===== src/rtl/i2c_reg_sequencer_if.sv =====
// Sequencer <-> I2C byte engine command handshake bundle.
// master: drives instruction/enable/byte, slave: returns byte/complete.
interface i2c_reg_sequencer_if;
   logic [1:0] i2c_instruction_o;
   logic       i2c_enable_o;
   logic [7:0] i2c_byte_o;
   logic [7:0] i2c_byte_i;
   logic       i2c_complete_i;

   modport master (
      output i2c_instruction_o,
      output i2c_enable_o,
      output i2c_byte_o,
      input  i2c_byte_i,
      input  i2c_complete_i
   );

   modport slave (
      input  i2c_instruction_o,
      input  i2c_enable_o,
      input  i2c_byte_o,
      output i2c_byte_i,
      output i2c_complete_i
   );
endinterface


===== src/rtl/i2c_reg_sequencer.sv =====
// Turns one register write / burst read request into I2C engine commands.
// Ports: clk_i, rst_ni (sync, low), req/rw/dev/reg/wdata/len request in,
// busy_o, done_o, rdata_o result out, eng = engine command handshake.
module i2c_reg_sequencer #(
   parameter int unsigned BurstWidth = 2
) (
   input  logic                            clk_i,
   input  logic                            rst_ni,
   input  logic                            req_i,
   input  logic                            rw_i,
   input  logic [6:0]                      dev_addr_i,
   input  logic [7:0]                      reg_addr_i,
   input  logic [7:0]                      wdata_i,
   input  logic [BurstWidth-1:0]           len_i,
   output logic                            busy_o,
   output logic                            done_o,
   output logic [8*(2**BurstWidth)-1:0]    rdata_o,
   i2c_reg_sequencer_if.master             eng
);

   localparam int unsigned DW = 8 * (2**BurstWidth);

   localparam logic [1:0] I_START = 2'b00;
   localparam logic [1:0] I_STOP  = 2'b01;
   localparam logic [1:0] I_READ  = 2'b10;
   localparam logic [1:0] I_WRITE = 2'b11;

   typedef enum logic [2:0] {
      S_IDLE, S_ISSUE, S_ARM, S_WAIT, S_RELEASE, S_FINISH
   } state_e;

   typedef enum logic [2:0] {
      P_START, P_DEV_W, P_REG, P_DATA,
      P_RESTART, P_DEV_R, P_READ, P_STOP
   } step_e;

   state_e              state_q, state_d;
   step_e               step_q, step_d;
   logic                rw_q, rw_d;
   logic [6:0]          dev_q, dev_d;
   logic [7:0]          reg_q, reg_d;
   logic [7:0]          wdata_q, wdata_d;
   logic [BurstWidth-1:0] len_q, len_d;
   logic [BurstWidth:0] k_q, k_d;
   logic [DW-1:0]       rdata_q, rdata_d;
   logic                busy_q, busy_d;
   logic                done_q, done_d;
   logic                en_q, en_d;
   logic [1:0]          ins_q, ins_d;
   logic [7:0]          byte_q, byte_d;

   always_ff @(posedge clk_i) begin
      if (!rst_ni) begin
         state_q <= S_IDLE;
         step_q  <= P_START;
         rw_q    <= 1'b0;
         dev_q   <= '0;
         reg_q   <= '0;
         wdata_q <= '0;
         len_q   <= '0;
         k_q     <= '0;
         rdata_q <= '0;
         busy_q  <= 1'b0;
         done_q  <= 1'b0;
         en_q    <= 1'b0;
         ins_q   <= I_START;
         byte_q  <= '0;
      end else begin
         state_q <= state_d;
         step_q  <= step_d;
         rw_q    <= rw_d;
         dev_q   <= dev_d;
         reg_q   <= reg_d;
         wdata_q <= wdata_d;
         len_q   <= len_d;
         k_q     <= k_d;
         rdata_q <= rdata_d;
         busy_q  <= busy_d;
         done_q  <= done_d;
         en_q    <= en_d;
         ins_q   <= ins_d;
         byte_q  <= byte_d;
      end
   end

   always_comb begin
      state_d = state_q;
      step_d  = step_q;
      rw_d    = rw_q;
      dev_d   = dev_q;
      reg_d   = reg_q;
      wdata_d = wdata_q;
      len_d   = len_q;
      k_d     = k_q;
      rdata_d = rdata_q;
      busy_d  = busy_q;
      done_d  = 1'b0;
      en_d    = en_q;
      ins_d   = ins_q;
      byte_d  = byte_q;
      unique case (state_q)
         S_IDLE: begin
            if (req_i) begin
               rw_d    = rw_i;
               dev_d   = dev_addr_i;
               reg_d   = reg_addr_i;
               wdata_d = wdata_i;
               len_d   = len_i;
               k_d     = '0;
               busy_d  = 1'b1;
               step_d  = P_START;
               state_d = S_ISSUE;
               if (rw_i) rdata_d = '0;
            end
         end
         S_ISSUE: begin
            en_d    = 1'b1;
            state_d = S_ARM;
            unique case (step_q)
               P_START,
               P_RESTART: begin ins_d = I_START; byte_d = '0; end
               P_DEV_W: begin ins_d = I_WRITE; byte_d = {dev_q, 1'b0}; end
               P_REG:   begin ins_d = I_WRITE; byte_d = reg_q; end
               P_DATA:  begin ins_d = I_WRITE; byte_d = wdata_q; end
               P_DEV_R: begin ins_d = I_WRITE; byte_d = {dev_q, 1'b1}; end
               P_READ:  begin ins_d = I_READ;  byte_d = '0; end
               P_STOP:  begin ins_d = I_STOP;  byte_d = '0; end
            endcase
         end
         // Engine still shows the previous command's complete here.
         S_ARM: state_d = S_WAIT;
         S_WAIT: begin
            if (eng.i2c_complete_i) begin
               en_d    = 1'b0;
               state_d = S_RELEASE;
               if (step_q == P_READ) begin
                  rdata_d[{k_q[BurstWidth-1:0], 3'b000} +: 8] =
                     eng.i2c_byte_i;
                  k_d = k_q + 1'b1;
               end
            end
         end
         S_RELEASE: begin
            state_d = S_ISSUE;
            unique case (step_q)
               P_START:   step_d = P_DEV_W;
               P_DEV_W:   step_d = P_REG;
               P_REG:     step_d = rw_q ? P_RESTART : P_DATA;
               P_DATA:    step_d = P_STOP;
               P_RESTART: step_d = P_DEV_R;
               P_DEV_R:   step_d = P_READ;
               P_READ: begin
                  if (k_q == ({1'b0, len_q} + 1'b1)) step_d = P_STOP;
               end
               P_STOP: begin
                  state_d = S_FINISH;
                  done_d  = 1'b1;
                  busy_d  = 1'b0;
               end
            endcase
         end
         S_FINISH: state_d = S_IDLE;
         default:  state_d = S_IDLE;
      endcase
   end

   assign busy_o                = busy_q;
   assign done_o                = done_q;
   assign rdata_o               = rdata_q;
   assign eng.i2c_enable_o      = en_q;
   assign eng.i2c_instruction_o = ins_q;
   assign eng.i2c_byte_o        = byte_q;

endmodule


===== src/flat_wrapper.sv =====
// flat-port wrapper written by rule: the top's interface ports become plain ports
module i2c_reg_sequencer_flat 
#(
   parameter int unsigned BurstWidth = 2
)
  (clk_i, rst_ni, req_i, rw_i, dev_addr_i, reg_addr_i, wdata_i, len_i, busy_o, done_o, rdata_o, eng_i2c_instruction_o, eng_i2c_enable_o, eng_i2c_byte_o, eng_i2c_byte_i, eng_i2c_complete_i);
  i2c_reg_sequencer_if eng_i ();
  input  logic clk_i;
  input  logic rst_ni;
  input  logic req_i;
  input  logic rw_i;
  input  logic [6:0] dev_addr_i;
  input  logic [7:0] reg_addr_i;
  input  logic [7:0] wdata_i;
  input  logic [BurstWidth-1:0] len_i;
  output logic busy_o;
  output logic done_o;
  output logic [8*(2**BurstWidth)-1:0] rdata_o;
  output wire logic [$bits(eng_i.i2c_instruction_o)-1:0] eng_i2c_instruction_o;
  output wire logic [$bits(eng_i.i2c_enable_o)-1:0] eng_i2c_enable_o;
  output wire logic [$bits(eng_i.i2c_byte_o)-1:0] eng_i2c_byte_o;
  input wire logic [$bits(eng_i.i2c_byte_i)-1:0] eng_i2c_byte_i;
  input wire logic [$bits(eng_i.i2c_complete_i)-1:0] eng_i2c_complete_i;
  assign eng_i2c_instruction_o = eng_i.i2c_instruction_o;
  assign eng_i2c_enable_o = eng_i.i2c_enable_o;
  assign eng_i2c_byte_o = eng_i.i2c_byte_o;
  assign eng_i.i2c_byte_i = eng_i2c_byte_i;
  assign eng_i.i2c_complete_i = eng_i2c_complete_i;
  i2c_reg_sequencer #(.BurstWidth(BurstWidth)) u_core (.clk_i(clk_i), .rst_ni(rst_ni), .req_i(req_i), .rw_i(rw_i), .dev_addr_i(dev_addr_i), .reg_addr_i(reg_addr_i), .wdata_i(wdata_i), .len_i(len_i), .busy_o(busy_o), .done_o(done_o), .rdata_o(rdata_o), .eng(eng_i));
endmodule

===== config.mk =====
export PLATFORM = sky130hd
export DESIGN_NAME = i2c_reg_sequencer_flat
export DESIGN_NICKNAME = d
export VERILOG_FILES = /design/src/rtl/i2c_reg_sequencer_if.sv /design/src/rtl/i2c_reg_sequencer.sv /design/src/flat_wrapper.sv
export SDC_FILE = /design/constraint.sdc
export NUM_CORES = 1
export LEC_CHECK = 0
export CAP_MARGIN = 20
export CORE_MARGIN = 4
export CORE_UTILIZATION = 50
export CTS_CLUSTER_DIAMETER = 80
export CTS_CLUSTER_SIZE = 28
export DETAILED_ROUTE_END_ITERATION = 16
export GPL_TIMING_DRIVEN = 1
export PLACE_DENSITY = 0.77
export RECOVER_POWER = 100
export SYNTH_ARGS = -nofsm -noshare
export SYNTH_HDL_FRONTEND = slang
export SYNTH_SLANG_ARGS = --single-unit

===== constraint.sdc =====
create_clock -name clk_i -period 2.93 [get_ports clk_i]
set_input_delay 0.879 -clock clk_i [delete_from_list [all_inputs] [get_ports clk_i]]
set_output_delay 0.879 -clock clk_i [all_outputs]
set_load 0.02 [all_outputs]

==> metrics, run 1 <==
Setup Buffers After CTS 0; Overflow after GRT 0; post_cts resized 0; number of port buffers roughly 80; initial antenna violation count 0; Setup Skew 0.008822 ns; Top Ports just over 80; worst hold slack ~0.46 ns; Main synth FF type dfxtp_1; reg2reg setup slack between 0.7 and 0.8 ns; routed wire length 9434 um; crit path to u_core.k_q[1]; cts hold-fix bufs 0; number of synthesized flops with an enable pin 0; synthesized area per cell around 9 um2; max_slew headroom 0.003274; VDD IR max 323.5 uV; crit start category primary input; fin area about 4800 um2; half-perimeter wire length after placement approximately 6600 um; worst skew pair latency 0.35 ns; Max Buffers Root-to-Sink 2; via density per instance 5.516; n_diodes 0; vias in the first global route about 3,100; die area ~9000 um2; area fraction of the dominant cell type after synthesis 0.4357; FFs w/ async S/R, synth 0; Max-cap violations 1; cts bufs inserted 9; Core Region about 7000 um2; clk root buf clkbuf_8; DR iter-0 viols ~160; Total GRT Usage 0.2187; Synth area leaders dfxtp_1 (44%), nand2_1 (10%), mux2i_1 (7.4%), a21boi_0 (4.5%), nand3_1 (3.7%); area leader, netlist dfxtp_1; final setup margin 0.3577 ns; final setup violation count 0; failing checks max-capacitance violations; Yosys warnings 0; clk slew on worst S/H paths 0.08 ns; Post-DRT Antenna Nets 0; post-synthesis sequential area ratio 0.4357; die width 93.75 um; switching pwr 0.5880 mW; combinational group share of total power 0.120; Initial Util 0.5265; clock sink total 80; pre-CTS WS between 0.1 and 0.15 ns; P_int between 1.5 and 2 mW; switching part of the total 0.2473; wire length per cell roughly 16 um; Worst path max stage delay approximately 0.49 ns; Clock power frac 0.391; synth cell count leaders nand2_1 (98), dfxtp_1 (80), mux2i_1 (27), nand3_1 (27), a21oi_1 (26); PwrDens 499.0 nW/um2; status finished, violations left; Placer Congestion between 0.7 and 0.8; minimum clock period between 2 and 3 ns; critical-path cell list clkdlybuf4s50_1 > or4b_4 > clkbuf_2 > o21ai_0 > mux2i_1 > and2_1; HP Class reg -> reg; part of the power in registers 0.489; RR Startpoint u_core.k_q[0]; Remaining DRCs 0; Syn Std Cell Area between 3000 and 4000 um2; cell count of the worst reg-to-reg path 7; nets@finish 536; Static Leakage 2.008 nW; Critical Path Start req_i; Rows 30; layout cells sized above 1 0.07042; RSZ-0062 raised after global routing false; Area after DPL around 4600 um2; Worst Setup End Kind flop; first-pass GRT wire length 15,210 um; post-route clock period utilization 0.8779; area growth from synthesis to layout 29.65%; total negative slack 0 ns; Worst Max-Slew Pin Slew around 1.5 ns; CP max-delay cell or4b_4; die span in y 93.75 um; Post-Synthesis Cells between 400 and 500; fin. max-slew vios 0; required time worst endpoint 3.22 ns; Final Hold Fails 0; Yosys reg bits 80; top-count cell post-synth nand2_1; first-pass detailed-route iteration total 4; critical path type in -> reg; FMAX roughly 0.4 GHz; DR vias 3,271; largest net degree at the start of global routing 51; H-tree depth 3; Power Total ~2.4 mW; FF-to-FF End u_core.rdata_o[23]; CTS tree built; post-synth cell types 50; Net Count, Synth 464; crit-path max FO 30; worst path arrival time 2.86 ns
-- final cells by class --
type,count,area (um2)
Fill cell,577,2216
Clock buffer,12,155.1
Tap cell,96,120.1
Multi-Input combinational cell,302,1889
Inverter,6,22.52
Clock inverter,4,76.32
Timing Repair Buffer,93,900.9
Sequential cell,80,1602
-- critical path, delay by kind of cell --
family	cells	cell delay, ns
multiplexers	1	0.21
buffers and inverters	2	0.88
AO/OA/AOI/OAI	1	0.28
AND/OR/NAND/NOR	2	0.62
-- state kept, by name (all words and copies together) (netlist names) --
| name | count |
|---|---|
| u_core.state_q | 3 |
| u_core.len_q | 2 |
| u_core.busy_o | 1 |
| u_core.dev_q | 7 |
| u_core.eng.i2c_byte_o | 8 |
| u_core.wdata_q | 8 |
| u_core.rdata_o | 32 |
| u_core.done_o | 1 |
| u_core.eng.i2c_enable_o | 1 |
| u_core.reg_q | 8 |
| u_core.rw_q | 1 |
| u_core.k_q | 3 |
| u_core.step_q | 3 |
| u_core.eng.i2c_instruction_o | 2 |
-- power by group through the flow --
stage	Sequential, mW	Clock, mW	Combinational [mW]
after floorplan	1.19	0	0.162
after global placement	1.19	0	0.287
after detailed placement	1.19	0	0.292
after CTS	1.16	0.939	0.295
after global routing	1.17	0.984	0.314
final	1.16	0.929	0.286
-- layer usage --
metal / up-vias / wire length, um / GRT usage
li1: 1620 / - / -
met5: - / 0 / 0
met4: 0 / 209 / 0.09627
met3: 20 / 417 / 0.04006
met1: 1535 / 4327 / 0.2950
met2: 96 / 4480 / 0.3406
-- worst min path at each step --
stage / from / end / cells after the start
global placement: u_core.rdata_o[3] / u_core.rdata_o[3] / 2
CTS: u_core.reg_q[4] / u_core.reg_q[4] / 2
global route: u_core.reg_q[4] / u_core.reg_q[4] / 2
finish: u_core.rdata_o[2] / u_core.rdata_o[2] / 2
detailed placement: u_core.reg_q[5] / u_core.reg_q[5] / 2
floorplan: u_core.reg_q[3] / u_core.reg_q[3] / 2
-- cell usage in the layout (no fill, tap or decap), types with 3 or more instances in the layout --
cell,Yosys,final
a21boi_0,22,23
a21boi_1,4,3
a21oi_1,26,26
a22o_1,4,4
a22oi_1,8,8
a41o_1,8,8
and3_1,4,4
buf_4,3,7
clkbuf_1,24,3
clkbuf_8,0,11
clkdlybuf4s50_1,0,36
dfxtp_1,80,80
dlygate4sd3_1,0,45
ha_1,6,6
inv_1,6,6
mux2i_1,27,27
nand2_1,98,98
nand3_1,27,27
nor2_1,8,8
nor2b_1,5,5
nor3_1,5,5
o21ai_0,13,13
o2bb2ai_1,4,4
-- cells by family (layout without fill, tap and decap cells) --
kind of cell	after synthesis	in the layout	synth area share
buf+inv	38	115	0.04629
mux	27	27	0.07352
fa+ha+maj	6	6	0.02042
simple gates	163	163	0.2168
compound gates	103	103	0.2001
flops	80	80	0.4357
xor+xnor	3	3	0.007149
-- through the flow --
step                instances    util
floorplan                 420       -
global placement          577  0.6530
detailed placement        577  0.6530
CTS                       593  0.6862
global route              593  0.6826
finish                    593  0.6826
Note: power is estimated with default switching activity, not from simulation.
==> run 2, diff against run 1 <==
Settings changed: CORE_MARGIN 4 to 5.
==> metrics, run 2 (synthesized netlist as in run 1, its figures left out) <==
status finished, violations left; failing checks max-capacitance violations, max-slew violations; half-perimeter wire length after placement 6510 um (-1.2%); worst skew pair latency 0.35 ns (about the same); Max-cap violations 1 (unchanged); final setup margin 0.4523 ns (+0.09460 ns); initial antenna violation count 0 (unchanged); die span in y 95.75 um (+2.1%); worst path arrival time 2.75 ns (-0.11 ns); Area after DPL 4571 um2 (+0.25%); critical path type in -> reg; total negative slack 0 ns (unchanged); number of port buffers 82 (unchanged); fin area 4731 um2 (-0.74%); routed wire length 9107 um (-3.5%); clock sink total 80 (unchanged); CP bufs+invs 2 (unchanged); Power Total 2.166 mW (-8.9%); die area 9167 um2 (+4.3%); Core Region 7214 um2 (+3.3%); # fillers 637 (+10%); Total GRT Usage 0.2101 (-0.008579); largest net degree at the start of global routing 49 (-3.9%); post_cts resized 0 (unchanged); cts bufs inserted 9 (unchanged); busiest grt layer met2; Top Ports 83 (unchanged); CTS tree built; DR iter-0 viols 170 (+3.7%); Setup Skew 0.01115 ns (+0.002329 ns); clk root buf clkbuf_8; DR vias 3,235 (-1.1%); Worst Max-Slew Pin Slew 1.600 ns (+0.1047 ns); Remaining DRCs 0 (unchanged); HP Class reg -> reg; FMAX 0.4036 GHz (+3.8%); n_diodes 0 (unchanged); Final Hold Fails 0 (unchanged); Post-DRT Antenna Nets 0 (unchanged); CP top delay family buffers and inverters; pre-CTS WS 0.2641 ns (+0.1429 ns); layout cells sized above 1 0.07430 (+0.003875); CP max-delay cell clkbuf_1; crit start category primary input; clk slew on worst S/H paths 0.09 ns (about the same); Placer Congestion 0.7933 (+1.8%); PwrDens 457.9 nW/um2 (-8.2%); max_slew headroom -0.06651 (-0.06979); Setup Buffers After CTS 0 (unchanged); Rows 31 (+3.3%); fin. max-slew vios 40 (+40); via density per instance 5.419 (-1.8%); Overflow after GRT 0 (unchanged); final setup violation count 0 (unchanged); commonest cells after routing, fill and taps aside nand2_1 (98), dfxtp_1 (80), dlygate4sd3_1 (46), clkdlybuf4s50_1 (35); VDD IR max 264.3 uV (-18%); wire length per cell 15.25 um (-4.1%); post-layout util 0.6557 (-0.02687); met3 Use GR 0.03831 (-0.001753); post-route clock period utilization 0.8456 (-0.03229); grt met2 use 0.3335 (-0.007101); Max Buffers Root-to-Sink 2 (unchanged); crit-path max FO 40 (+33%); critical-path cell list clkbuf_1 > clkbuf_2 > nand3_1 > mux2i_1; cts hold-fix bufs 0 (unchanged); Initial Util 0.5095 (-0.01698); met1 Usage GRT 0.2902 (-0.004756); Worst Setup End Kind flop; H-tree depth 3 (unchanged); area growth from synthesis to layout 28.69%; first-pass GRT wire length 15,210 um (about the same); nets@finish 537 (+0.19%); commonest non-fill, non-tap cell in the layout nand2_1; Worst path max stage delay 1.13 ns (+0.64 ns); required time worst endpoint 3.21 ns (about the same); vias in the first global route 3,175 (+1.5%); RSZ-0062 raised after global routing false; Static Leakage 1.997 nW (-0.55%); first-pass detailed-route iteration total 4 (unchanged); minimum clock period 2.478 ns (-0.09460 ns); die width 95.75 um (+2.1%); max reg flops 32 (unchanged)
[run 2: cell types whose count changed in the layout (fill, tap and decap cells not counted), moves of 2 or more]
cell	before	now
o21ai_2	2	0
clkbuf_8	11	9
clkinv_2	0	4
bufinv_16	2	0
o21ai_4	0	2
[run 2: power breakdown]
group / internal [mW] / leakage (nW) / switching [mW]
clock network: 0.307 / 0.0931 / 0.409
logic: 0.134 / 1.25 / 0.155
registers: 1.13 / 0.650 / 0.0325
[run 2: final cells by class]
| cell class | instances | area (um2) | area share |
|---|---|---|---|
| clock buffer | 9 | 123.9 | 0.02618 |
| inverter | 6 | 22.52 | 0.004761 |
| sequential | 80 | 1602 | 0.3385 |
| tap | 99 | 123.9 | 0.02618 |
| timing repair buffer | 94 | 908.4 | 0.1920 |
| clock inverter | 7 | 46.29 | 0.009786 |
| multi-input combinational | 302 | 1904 | 0.4025 |
[run 2: worst paths after layout]
path / to / startpoint / cells after the start / slack, ns
worst max-delay path: u_core.rdata_o[15] / rst_ni / 4 / 0.45
worst min-delay path: u_core.reg_q[4] / u_core.reg_q[4] / 2 / 0.46
worst max register to register: u_core.rdata_o[6] / u_core.k_q[0] / 5 / 0.69
worst min register to register: u_core.reg_q[4] / u_core.reg_q[4] / 2 / 0.46
[run 2: tightest hold or removal path, delay by kind of cell, from the launching register on]
kind	cells	cell delay [ns]
flops	1	0.32
compound gates	1	0.05
simple gates	1	0.05
[run 2: layer usage]
layer,routed length [um],vias to the layer above
met5,0,-
met4,89,0
met3,498,9
met2,4359,81
met1,4160,1521
li1,-,1624
[run 2: through the flow]
stage | cells | hold WS [ns]
after detailed placement | 581 | 0.4507
final | 597 | 0.4587
after global routing | 597 | 0.4772
after floorplan | 420 | 0.4355
after CTS | 597 | 0.4619
after global placement | 581 | 0.4461
